<file path="src/rtl/fetch_stage.sv">
// fetch_stage: instruction-fetch stage with the IF/ID pipeline register.
// Keeps the PC, talks to a variable-latency instruction memory and hands
// {PC+4, instruction, valid} to decode. Handles hazard freeze (with a one-entry
// skid buffer for an instruction that returns while decode is frozen) and
// taken-branch redirects, including draining a wrong-path request in flight.
module fetch_stage #(
    parameter int ADDR_LEN  = 32,
    parameter int INSTR_LEN = 32
) (
    input  logic                 clk,
    input  logic                 rst,
    input  logic                 freeze,
    input  logic                 branch_taken,
    input  logic [ADDR_LEN-1:0]  branch_addr,
    output logic                 imem_req,
    output logic [ADDR_LEN-1:0]  imem_addr,
    input  logic                 imem_ack,
    input  logic [INSTR_LEN-1:0] imem_rdata,
    output logic [ADDR_LEN-1:0]  if_id_pc,
    output logic [INSTR_LEN-1:0] if_id_instr,
    output logic                 if_id_valid
);

    // FETCH : request outstanding, response is on the correct path
    // KILL  : request outstanding, response is wrong-path and gets dropped
    // STALL : no request, a good instruction waits in the skid buffer
    typedef enum logic [1:0] {
        ST_FETCH = 2'd0,
        ST_KILL  = 2'd1,
        ST_STALL = 2'd2
    } state_t;

    localparam logic [ADDR_LEN-1:0]  PC_STEP    = {{(ADDR_LEN-3){1'b0}}, 3'b100};
    localparam logic [ADDR_LEN-1:0]  ADDR_ZERO  = {ADDR_LEN{1'b0}};
    localparam logic [INSTR_LEN-1:0] INSTR_NOP  = {INSTR_LEN{1'b0}};

    // Sequential state
    state_t                 state_r;
    logic [ADDR_LEN-1:0]    pc_r;
    logic [ADDR_LEN-1:0]    tgt_r;
    logic [ADDR_LEN-1:0]    buf_pc_r;
    logic [INSTR_LEN-1:0]   buf_instr_r;
    logic [ADDR_LEN-1:0]    if_id_pc_r;
    logic [INSTR_LEN-1:0]   if_id_instr_r;
    logic                   if_id_valid_r;

    // Next-state values
    state_t                 state_s;
    logic [ADDR_LEN-1:0]    pc_s;
    logic [ADDR_LEN-1:0]    tgt_s;
    logic [ADDR_LEN-1:0]    buf_pc_s;
    logic [INSTR_LEN-1:0]   buf_instr_s;
    logic [ADDR_LEN-1:0]    if_id_pc_s;
    logic [INSTR_LEN-1:0]   if_id_instr_s;
    logic                   if_id_valid_s;

    // Sequential PC increment; wraps naturally modulo 2^ADDR_LEN.
    logic [ADDR_LEN-1:0]    pc_plus4_s;

    // Increment of the address currently being fetched
    always_comb begin
        pc_plus4_s = pc_r + PC_STEP;
    end

    // Memory request: never during reset, never while parked in STALL.
    // The address is the PC register itself, so it cannot move while a
    // request is open because pc only updates on the ack cycle.
    always_comb begin
        if (!rst) begin
            imem_req = 1'b0;
        end else if (state_r == ST_STALL) begin
            imem_req = 1'b0;
        end else begin
            imem_req = 1'b1;
        end
        imem_addr = pc_r;
    end

    // Next-state, PC, skid buffer and IF/ID update.
    // Priority each cycle: branch redirect, then freeze, then normal flow.
    always_comb begin
        state_s       = state_r;
        pc_s          = pc_r;
        tgt_s         = tgt_r;
        buf_pc_s      = buf_pc_r;
        buf_instr_s   = buf_instr_r;
        if_id_pc_s    = if_id_pc_r;
        if_id_instr_s = if_id_instr_r;
        if_id_valid_s = if_id_valid_r;

        case (state_r)
            ST_FETCH: begin
                if (branch_taken) begin
                    // Flush decode; pc field is left alone on a bubble
                    if_id_instr_s = INSTR_NOP;
                    if_id_valid_s = 1'b0;
                    if (imem_ack) begin
                        // The returning word is wrong-path; redirect now
                        pc_s    = branch_addr;
                        state_s = ST_FETCH;
                    end else begin
                        // Request still open: remember target, drain it
                        tgt_s   = branch_addr;
                        state_s = ST_KILL;
                    end
                end else if (imem_ack) begin
                    pc_s = pc_plus4_s;
                    if (freeze) begin
                        // Decode is frozen: park the word in the buffer
                        buf_pc_s    = pc_plus4_s;
                        buf_instr_s = imem_rdata;
                        state_s     = ST_STALL;
                    end else begin
                        if_id_pc_s    = pc_plus4_s;
                        if_id_instr_s = imem_rdata;
                        if_id_valid_s = 1'b1;
                        state_s       = ST_FETCH;
                    end
                end else begin
                    if (freeze) begin
                        // Hold IF/ID as it is
                        if_id_valid_s = if_id_valid_r;
                    end else begin
                        if_id_instr_s = INSTR_NOP;
                        if_id_valid_s = 1'b0;
                    end
                end
            end

            ST_KILL: begin
                if (branch_taken) begin
                    // Newest redirect wins over the pending one
                    tgt_s = branch_addr;
                end else begin
                    tgt_s = tgt_r;
                end

                if (branch_taken || !freeze) begin
                    if_id_instr_s = INSTR_NOP;
                    if_id_valid_s = 1'b0;
                end else begin
                    if_id_valid_s = if_id_valid_r;
                end

                if (imem_ack) begin
                    // Wrong-path data is dropped; restart at the target
                    if (branch_taken) begin
                        pc_s = branch_addr;
                    end else begin
                        pc_s = tgt_r;
                    end
                    state_s = ST_FETCH;
                end else begin
                    state_s = ST_KILL;
                end
            end

            ST_STALL: begin
                // imem_ack here is a protocol error and is not looked at
                if (branch_taken) begin
                    buf_pc_s      = ADDR_ZERO;
                    buf_instr_s   = INSTR_NOP;
                    if_id_instr_s = INSTR_NOP;
                    if_id_valid_s = 1'b0;
                    pc_s          = branch_addr;
                    state_s       = ST_FETCH;
                end else if (!freeze) begin
                    if_id_pc_s    = buf_pc_r;
                    if_id_instr_s = buf_instr_r;
                    if_id_valid_s = 1'b1;
                    state_s       = ST_FETCH;
                end else begin
                    state_s = ST_STALL;
                end
            end

            default: begin
                // Unreachable encoding: recover to a clean fetch
                if_id_instr_s = INSTR_NOP;
                if_id_valid_s = 1'b0;
                state_s       = ST_FETCH;
            end
        endcase
    end

    // State, PC, target, skid buffer and IF/ID registers
    always_ff @(posedge clk or negedge rst) begin
        if (!rst) begin
            state_r       <= ST_FETCH;
            pc_r          <= ADDR_ZERO;
            tgt_r         <= ADDR_ZERO;
            buf_pc_r      <= ADDR_ZERO;
            buf_instr_r   <= INSTR_NOP;
            if_id_pc_r    <= ADDR_ZERO;
            if_id_instr_r <= INSTR_NOP;
            if_id_valid_r <= 1'b0;
        end else begin
            state_r       <= state_s;
            pc_r          <= pc_s;
            tgt_r         <= tgt_s;
            buf_pc_r      <= buf_pc_s;
            buf_instr_r   <= buf_instr_s;
            if_id_pc_r    <= if_id_pc_s;
            if_id_instr_r <= if_id_instr_s;
            if_id_valid_r <= if_id_valid_s;
        end
    end

    // Drive the IF/ID outputs straight from their registers
    always_comb begin
        if_id_pc    = if_id_pc_r;
        if_id_instr = if_id_instr_r;
        if_id_valid = if_id_valid_r;
    end

endmodule

</file>
<file path="config.mk">
export PLATFORM = sky130hd
export DESIGN_NAME = fetch_stage
export DESIGN_NICKNAME = d
export VERILOG_FILES = /design/src/rtl/fetch_stage.sv
export SDC_FILE = /design/constraint.sdc
export NUM_CORES = 1
export LEC_CHECK = 0
export BUFFER_PORTS_ARGS = -buffer_cell sky130_fd_sc_hd__buf_4
export CAP_MARGIN = 20
export CORE_UTILIZATION = 61
export CTS_CLUSTER_DIAMETER = 80
export CTS_CLUSTER_SIZE = 40
export DETAILED_ROUTE_END_ITERATION = 7
export PLACE_DENSITY = 0.84
export SYNTH_ARGS = -nofsm -noshare
export SYNTH_HDL_FRONTEND = slang
export SYNTH_SLANG_ARGS = --single-unit
</file>
<file path="constraint.sdc">
create_clock -name clk -period 6.3 [get_ports clk]
set_clock_uncertainty 0.1 [all_clocks]
set_input_delay 0.315 -clock clk [delete_from_list [all_inputs] [get_ports clk]]
set_output_delay 0.315 -clock clk [all_outputs]
set_load 0.005 [all_outputs]
</file>
# Word-level counts from Yosys, hierarchy flattened
# Index checks and enable logic that the tools add are counted.
# word_totals
ff_bits,195
latchBits,0
ram_bits,0
rom_bits,0
input_bits,69
n_memories,0
# op_classes
addsub,1
mul,0
n_div,0
order_cmp,0
n_eq_ne,17
shift,0
n_mux,48
bitwise_logic,0
reduce_logical,12
# op_table
op,count
two-way mux 32 bit,27
one-hot mux 32 bit (2 select lines),4
one-hot mux 32 bit (3 select lines),2
"adder 32 x 3 -> 32 bit, second input constant",1
"inequality test 2 bit, second input constant",11
two-way mux 1 bit,9
"inequality test 3 bit, second input constant",3
two-way mux 2 bit,4
one-hot mux 2 bit (3 select lines),1
AND reduction 3 bit,2
AND reduction 6 bit,1
AND reduction 5 bit,1
"inequality test 4 bit, second input constant",1
AND reduction 4 bit,1
nonzero test 2 bit,2
one-hot mux 1 bit (3 select lines),1
nonzero test 3 bit,1
"== test 2 x 1 -> 1 bit, second input constant",1
"== test 2 bit, second input constant",1
zero test 2 bit,1
AND reduction 2 bit,1
zero test 1 bit,1
logical OR 1 bit,1

# Logic depth before layout (Yosys ltp)
# Gate-level depths: netlist (run 1).
# depth
word_depth,5
ltp_mapped,11
depth_no_buf,7

# Worst setup path before layout (run 1)
# Ideal clock, no wire load.
# synth_timing
kind,register to register
startpoint,register state_r[0]
endpoint,register pc_r[20] (netlist: imem_addr[20])
setup_ns,0.073
arrival_ns,2.188
t_required_ns,6.127
path_slack_ns,3.939
stages_incl_launch_ff,11
n_path_buf,3
period_less_slack_ns,2.361
cell_sequence,dfrtp_1 > inv_1 > ha_1 > buf_6 > nor2b_4 > buf_6 > or3_1 > buf_2 > or4_1 > a21oi_1 > a2bb2oi_2
# synth_via
elab_chain_len,3
# synth_lines
element,line_no,rtl
from (decl),38,state_t state_r;
from (signal assigned),198,state_r <= state_s;
"== test 2 x 1 -> 1 bit, or another cell as far along",91,case (state_r)
inequality test 2 bit (no source line) or nonzero test 3 bit (tied branches),n/a,
AND reduction 4 bit (no source line),n/a,
to (signal assigned),199,pc_r <= pc_s;
to (decl),39,logic [ADDR_LEN-1:0] pc_r;
# Parallel ways exist; a longest one is shown, timed or not.
# A chain may end at the register's enable or synchronous reset.

# Worst setup path after layout (run 1)
# layout_timing
startpoint,register state_r[0]
endpoint,register pc_r[8] (netlist: imem_addr[8])
# Same word-level chain as after synthesis.

==> impl_results.rst, run 1 <==
.. list-table::
   :header-rows: 1

   * - Metric
     - Value
   * - Worst setup path class
     - flip-flop to flip-flop
   * - Final routed wire length divided by cell count
     - 18.7 um
   * - Number of cells produced by synthesis
     - 1,059
   * - Sequential-to-total area share from yosys stat
     - 49.6%
   * - Synth Area in Adders
     - 0.636%
   * - Number of placed I/O pins
     - 167
   * - Share of the synthesized netlist area taken by xor and xnor gates
     - 1.78%
   * - List of most frequent post-synthesis cells
     - 209 x sky130_fd_sc_hd__nand2_1, 195 x sky130_fd_sc_hd__dfrtp_1, 139 x sky130_fd_sc_hd__o21ai_0
   * - Via density per instance
     - 6.18
   * - Maximum number of pins on one net before global-route repair
     - 103
   * - Post-synthesis mux area share
     - 6.04%
   * - Number of antenna violations at the first check in global routing
     - 0
   * - Die Y
     - 129 um
   * - Post-CTS Setup Bufs
     - 0
   * - Number of gates resized after CTS
     - 0
   * - Area of the core region
     - 0.0158 mm^2
   * - Mean post-synth cell area
     - 9.29 um^2
   * - Number of design rule violations left after detail routing
     - 0
   * - Number of nets in the final layout
     - 1,246
   * - Final number of hold-violating endpoints
     - 0
   * - Number of nets in the synthesized netlist
     - 1,133
   * - Signed area change from the synthesized netlist to the final layout
     - 19.8%
   * - Worst Path Arrival
     - 3.47 ns
   * - Level count of the clock H-tree
     - 4
   * - Gate power share
     - 28.7%
   * - Most area-consuming cells after synthesis
     - sky130_fd_sc_hd__dfrtp_1 50%, sky130_fd_sc_hd__nand2_1 8.0%, sky130_fd_sc_hd__o21ai_0 7.1%
   * - Number of clock buffers inserted by TritonCTS
     - 17
   * - Number of synthesized flops with an enable pin
     - 0
   * - Row count
     - 46
   * - Initial Util
     - 62.2%
   * - R2R cell count
     - 7
   * - Global-route wire length before repair
     - 40.9 mm
   * - Worst slew margin relative to its limit
     - 31.1%
   * - Footprint of the flip-flops and latches
     - 0.00488 mm^2
   * - Worst-Margin Slew
     - 1.02 ns
   * - Clock Tree Root
     - sky130_fd_sc_hd__clkbuf_16
   * - Total number of vias
     - 8,661
   * - Compound-Gate Fraction of Synth Area
     - 21.0%
   * - Synth async-reset ratio
     - 100%
   * - Startpoint types
     - flip-flop
   * - Share of post-route cells with drive strength above 1
     - 23.5%
   * - Flip-flop cell with the highest count after synthesis
     - sky130_fd_sc_hd__dfrtp_1
   * - Post-synth cell types
     - 66
   * - Source of the critical timing path
     - state_r[0]
   * - Final-layout fill cell count
     - 1,152
   * - Final count of negative-setup-slack endpoints
     - 0
   * - Via count of the first global-routing pass
     - 7,838
   * - Max cap viols
     - 0
   * - Main combinational cell family by area after synthesis
     - compound AO/OA/AOI/OAI gates
   * - Post-layout min period
     - 3.25 ns
   * - Relative contribution of the clock network to total power
     - 24.8%
   * - Internal Pwr Total
     - 2760 uW
   * - Count of state elements after synthesis
     - 195
   * - FF-to-FF Start
     - state_r[0]
   * - Buffer levels on the longest clock path
     - 2
   * - Outcome
     - completed
   * - Most common cell in the netlist
     - sky130_fd_sc_hd__nand2_1
   * - Maximum resistive drop on vdd
     - 0.230 mV
   * - Final slew viol count
     - 0
   * - Multi-input logic area
     - 0.00455 mm^2
   * - Number of inserted diodes
     - 0
   * - Post-route fraction of the period consumed by the critical path
     - 51.6%
   * - Iter 0 DRT Violations
     - 1,000
   * - Power Dens Cells
     - 363 mW/mm^2
   * - Register-to-register setup slack
     - 3.05 ns
   * - Total iterations of the first detailed-routing run
     - 6
   * - Static leakage
     - 0.00533 uW
   * - Net switching power
     - 1520 uW
   * - # clock sinks
     - 195
   * - Overflow left after global routing
     - 0
   * - Proportion of total power due to net switching
     - 35.4%
   * - Worst r2r dst
     - imem_addr[8]
   * - Worst min-delay path category
     - input port to flip-flop
   * - TritonCTS clock tree
     - built
   * - All-Layer GR Usage
     - 32.0%
   * - Peak fanout along the critical path
     - 37
   * - RD Place Congestion
     - 0.934
   * - Total standard cell area after synthesis
     - 0.00984 mm^2
   * - Unrepaired setup endpoints after global routing
     - false
   * - Remaining antenna violation count after routing
     - 0
   * - Area of the die
     - 0.0166 mm^2
   * - Sum of net half-perimeters after detailed placement
     - 17.5 mm
   * - Yosys warns
     - 0
   * - Simple-Gate Fraction of Synth Area
     - 16.4%
   * - Minimum hold slack
     - 0.0154 ns
   * - Total Routed Length
     - 26.1 mm
   * - Setup crit end kind
     - flip-flop
   * - Setup TNS Final
     - 0 ns
   * - Highest achievable clock rate
     - 307 MHz
   * - Data required time of the critical path
     - 6.52 ns
   * - Clock latency reported for the late side of the worst-skew pair
     - 0.44 ns
   * - Clock edge transition at the registers on the reported setup and hold paths
     - 0.08 ns
   * - Critical Path End
     - imem_addr[8]
   * - Die Wd
     - 129 um
   * - Cell type with the highest aggregate area in the netlist
     - sky130_fd_sc_hd__dfrtp_1
   * - Part of the power in registers
     - 46.5%
   * - Port Buffers
     - 166
   * - Post-synth top area share
     - 49.6%
per-layer routing:
metal	vias to the layer above	part of all wire (%)	GRT usage, %
met5	-	0	0
met4	0	2.0	10.7
met3	39	8.3	6.07
met2	418	47	48.4
met1	4194	43	46.5
li1	4010	-	-
cells in the final DEF (no fill, tap or decap), types with 17 or more instances in the layout:
| cell | instances |
|---|---|
| sky130_fd_sc_hd__a21oi_1 | 59 |
| sky130_fd_sc_hd__nand3_1 | 23 |
| sky130_fd_sc_hd__clkbuf_16 | 17 |
| sky130_fd_sc_hd__nor2_1 | 23 |
| sky130_fd_sc_hd__buf_4 | 177 |
| sky130_fd_sc_hd__mux2_2 | 43 |
| sky130_fd_sc_hd__nor3_1 | 21 |
| sky130_fd_sc_hd__a22oi_1 | 38 |
| sky130_fd_sc_hd__o21ai_0 | 138 |
| sky130_fd_sc_hd__dfrtp_1 | 195 |
| sky130_fd_sc_hd__nand2_1 | 209 |
how the worst min path moves through the flow:
stage,endpoint,cells past startpoint,slack [ns],startpoint
floorplan,buf_instr_r[0],0,-0.08,rst
global placement,if_id_instr[21],1,0.33,rst
detailed placement,if_id_instr[17],1,0.33,rst
CTS,tgt_r[11],2,0.01,branch_addr[11]
global route,tgt_r[12],2,0.01,branch_addr[12]
finish,tgt_r[29],2,0.02,branch_addr[29]
power by group through the flow:
stage                     Combinational [uW]  Sequential (uW)  Clock, uW
after floorplan                          733             1870          0
after global placement                  1160             1990          0
after detailed placement                1210             2000          0
after CTS                               1220             1980       1070
after global routing                    1360             2040       1120
final                                   1230             1990       1060
logic make-up after synthesis:
logic type	Yosys count
AND/OR/NAND/NOR	344
AO/OA/AOI/OAI	334
flip-flops	195
buffers and inverters	107
multiplexers	54
XOR/XNOR	20
adder cells (fa/ha/maj)	5
through the flow:
step	power, uW	util [%]	instance area (um^2)	worst slack, ns	cells
2_1_floorplan	2610	-	9840	3.94	1059
3_3_place_gp	3150	70.4	11100	2.94	1365
3_5_place_dp	3210	70.4	11100	2.84	1365
4_1_cts	4270	74.2	11800	2.81	1399
5_1_grt	4510	74.5	11800	2.84	1401
6_report	4280	74.5	11800	3.05	1401
area by class of cell:
type / instances / share of cell area (%)
clock inverters: 15 / 1.38
clock buffers: 17 / 3.61
repair buffers: 184 / 12.2
flip-flops and latches: 195 / 41.4
well taps: 216 / 2.29
multi-input cells: 757 / 38.6
inverters: 17 / 0.541
critical path, stage by stage (launching register included):
cell                      delay, ns
sky130_fd_sc_hd__dfrtp_1       0.43
sky130_fd_sc_hd__inv_1         0.12
sky130_fd_sc_hd__ha_2          0.21
sky130_fd_sc_hd__nor2b_4       0.74
sky130_fd_sc_hd__or3_1         0.77
sky130_fd_sc_hd__buf_4         0.38
sky130_fd_sc_hd__nor2_1        0.08
sky130_fd_sc_hd__a221o_1       0.30
repair_timing:
item | CTS | global route
endpoints found under the hold margin | 95 | 0
hold buffers | 2 | 0
endpoints found under the setup margin | 0 | 0
state kept, by name, indices dropped and copies added, names as in the netlist:
name / flops
buf_instr_r: 32
buf_pc_r: 32
if_id_instr: 32
if_id_pc: 32
if_id_valid: 1
imem_addr: 32
state_r: 2
tgt_r: 32
Note: power is estimated with default switching activity, not from simulation.
==> run 2: changes to the inputs <==
--- a/config.mk
+++ b/config.mk
@@ -7,11 +7,11 @@
 export LEC_CHECK = 0
 export BUFFER_PORTS_ARGS = -buffer_cell sky130_fd_sc_hd__buf_4
 export CAP_MARGIN = 20
-export CORE_UTILIZATION = 61
+export CORE_UTILIZATION = 57
 export CTS_CLUSTER_DIAMETER = 80
 export CTS_CLUSTER_SIZE = 40
 export DETAILED_ROUTE_END_ITERATION = 7
-export PLACE_DENSITY = 0.84
+export PLACE_DENSITY = 0.79
 export SYNTH_ARGS = -nofsm -noshare
 export SYNTH_HDL_FRONTEND = slang
 export SYNTH_SLANG_ARGS = --single-unit
==> constraint.sdc (replaced) <==
create_clock -name clk -period 3 [get_ports clk]
set_clock_uncertainty 0.1 [all_clocks]
set_input_delay 0.15 -clock clk [delete_from_list [all_inputs] [get_ports clk]]
set_output_delay 0.15 -clock clk [all_outputs]
set_load 0.005 [all_outputs]
==> run 2 against run 1 <==
Net effect:
- non-clock buffer count grew 85
- utilization grew 0.74 points
- worst setup slack lost 2.7 ns
- global-route usage grew 0.78 points
- sequential cell count is the same
- via count grew 5.4%
==> impl_results.rst, run 2 (synthesis gave the netlist of run 1 again) <==
.. list-table::
   :header-rows: 1

   * - Metric
     - Value
   * - Number of clock buffers inserted by TritonCTS
     - 17
   * - Signed area change from the synthesized netlist to the final layout
     - 27.6%
   * - Highest cell delay on the worst timing path
     - 0.70 ns
   * - Total iterations of the first detailed-routing run
     - 8
   * - Worst setup path class
     - flip-flop to flip-flop
   * - Worst r2r dst
     - imem_addr[0]
   * - Sum of net half-perimeters after detailed placement
     - 18.9 mm
   * - Most frequent standard cell in the layout excluding fill and tap cells
     - sky130_fd_sc_hd__nand2_1
   * - Via density per instance
     - 6.12
   * - Number of nets in the final layout
     - 1,331
   * - Overflow left after global routing
     - 0
   * - Highest achievable clock rate
     - 373 MHz
   * - Buffer levels on the longest clock path
     - 2
   * - Setup crit end kind
     - flip-flop
   * - Area of the core region
     - 0.0167 mm^2
   * - TritonCTS clock tree
     - built
   * - Category of cells accounting for the largest share of critical-path delay
     - compound AO/OA/AOI/OAI gates
   * - FF-to-FF Start
     - state_r[0]
   * - Worst-case hold path end point
     - if_id_valid
   * - Peak fanout along the critical path
     - 10
   * - Power Dens Cells
     - 721 mW/mm^2
   * - Worst slew margin relative to its limit
     - 50.0%
   * - Iter 0 DRT Violations
     - 926
   * - Final slew viol count
     - 0
   * - Number of antenna violations at the first check in global routing
     - 0
   * - Post-CTS Setup Bufs
     - 0
   * - Post-route fraction of the period consumed by the critical path
     - 89.3%
   * - Number of placed I/O pins
     - 167
   * - Data required time of the critical path
     - 3.25 ns
   * - Final count of negative-setup-slack endpoints
     - 0
   * - Number of inserted diodes
     - 0
   * - Post-layout min period
     - 2.68 ns
   * - R2R cell count
     - 6
   * - Instance area at placement
     - 0.0113 mm^2
   * - Setup TNS Final
     - 0 ns
   * - Port Buffers
     - 166
   * - Static leakage
     - 0.00567 uW
   * - Number of design rule violations left after detail routing
     - 0
   * - Via count of the first global-routing pass
     - 8,659
   * - Register-to-register setup slack
     - 0.32 ns
   * - Final number of hold-violating endpoints
     - 0
   * - Number of cells on the worst hold path
     - 2
   * - Area of the die
     - 0.0178 mm^2
   * - Clock edge transition at the registers on the reported setup and hold paths
     - 0.07 ns
   * - Remaining antenna violation count after routing
     - 0
   * - Row count
     - 47
   * - Final std cell area, no fill
     - 0.0126 mm^2
   * - Top library cells by usage in the layout, fill and taps aside
     - 209 x sky130_fd_sc_hd__nand2_1, 197 x sky130_fd_sc_hd__buf_4, 195 x sky130_fd_sc_hd__dfrtp_1
   * - Max cap viols
     - 0
   * - Total Routed Length
     - 28.3 mm
   * - Share of post-route cells with drive strength above 1
     - 23.4%
   * - Startpoint types
     - flip-flop
   * - Worst-Margin Slew
     - 0.744 ns
   * - Worst min-delay path category
     - input port to flip-flop
   * - Total number of vias
     - 9,125
   * - Critical path buffer and inverter count
     - 2
   * - Unrepaired setup endpoints after global routing
     - false
   * - Most common cell on crit path
     - sky130_fd_sc_hd__o21ai_0
   * - Die Y
     - 133 um
   * - Outcome
     - completed
   * - Initial Util
     - 58.9%
   * - Die Wd
     - 133 um
   * - # clock sinks
     - 195
   * - Ordered list of cells on the worst path
     - inv_1, ha_1, clkinv_1, o21ai_0, a22oi_1, o21ai_0
   * - Source of the critical timing path
     - state_r[0]
   * - RD Place Congestion
     - 0.883
   * - Clock Tree Root
     - sky130_fd_sc_hd__clkbuf_16
   * - Maximum resistive drop on vdd
     - 0.477 mV
   * - Hold Path Origin
     - branch_taken
   * - Level count of the clock H-tree
     - 4
   * - Cell with the biggest individual delay on the critical path
     - sky130_fd_sc_hd__o21ai_0
   * - All-Layer GR Usage
     - 32.7%
   * - Maximum number of pins on one net before global-route repair
     - 83
   * - Global-route wire length before repair
     - 45.5 mm
   * - Final routed wire length divided by cell count
     - 19.0 um
   * - Worst Path Arrival
     - 2.93 ns
   * - Clock latency reported for the late side of the worst-skew pair
     - 0.44 ns
run 2: cell types whose count changed in the layout (fill, tap and decap cells not counted), sizes merged:
cell | before | now
clkinvlp | 1 | 4
clkbuf | 18 | 20
buf | 181 | 201
dlygate4sd3 | 2 | 67
inv | 24 | 23
clkinv | 7 | 3
run 2: cell type report:
| cell class | count | area, um^2 |
|---|---|---|
| Multi-Input combinational cell | 757 | 4550 |
| Fill cell | 1216 | 4140 |
| Inverter | 17 | 63.8 |
| Sequential cell | 195 | 4880 |
| Clock inverter | 13 | 114 |
| Clock buffer | 19 | 443 |
| Timing Repair Buffer | 269 | 2240 |
| Tap cell | 220 | 275 |
run 2: what timing repair did:
item	in CTS	in global routing
gates resized for setup	0	0
hold endpoints to repair	185	0
hold buffers	67	0
run 2: how the worst max path moves through the flow:
stage	to	slack, ns	depth (start not counted)
floorplan	imem_addr[20]	0.64	10
global placement	imem_addr[18]	0.49	6
detailed placement	if_id_pc[12]	0.41	7
CTS	if_id_pc[12]	0.41	7
global route	if_id_pc[12]	0.13	7
finish	imem_addr[0]	0.32	6
run 2: power by group:
group / internal [uW] / leakage [uW] / switching, uW / total, uW
Sequential: 3430 / 0.00244 / 742 / 4170
Combinational: 1350 / 0.00297 / 1360 / 2710
Clock: 1110 / 0.000261 / 1060 / 2170
run 2: metrics by stage:
stage | power (uW) | utilization (%) | hold WS [ns] | std cells | worst slack, ns
floorplan | 5480 | - | -0.246 | 1059 | 0.639
global placement | 6670 | 67.8 | 0.141 | 1390 | 0.490
detailed placement | 6790 | 67.8 | 0.138 | 1390 | 0.408
CTS | 9010 | 75.1 | 0.0344 | 1489 | 0.408
global route | 9530 | 75.2 | 0.0808 | 1490 | 0.128
finish | 9060 | 75.2 | 0.0585 | 1490 | 0.322
run 2: worst register-to-register path: cells and delay by family (launching register included):
kind | cells | cell delay (ns)
DFF | 1 | 0.42
AOI/OAI and AO/OA | 3 | 1.22
adders and majority gates | 1 | 0.42
buffers and inverters | 2 | 0.44
run 2: layer usage:
metal / GRT usage, % / part of all wire, % / vias to the layer above / wire (um)
met2: 50.5 / 47 / 436 / 13200
met4: 12.5 / 2.9 / 0 / 824
met1: 46.5 / 44 / 4427 / 12400
li1: - / - / 4196 / -
met3: 5.52 / 6.6 / 66 / 1870
met5: 0 / 0 / - / 0
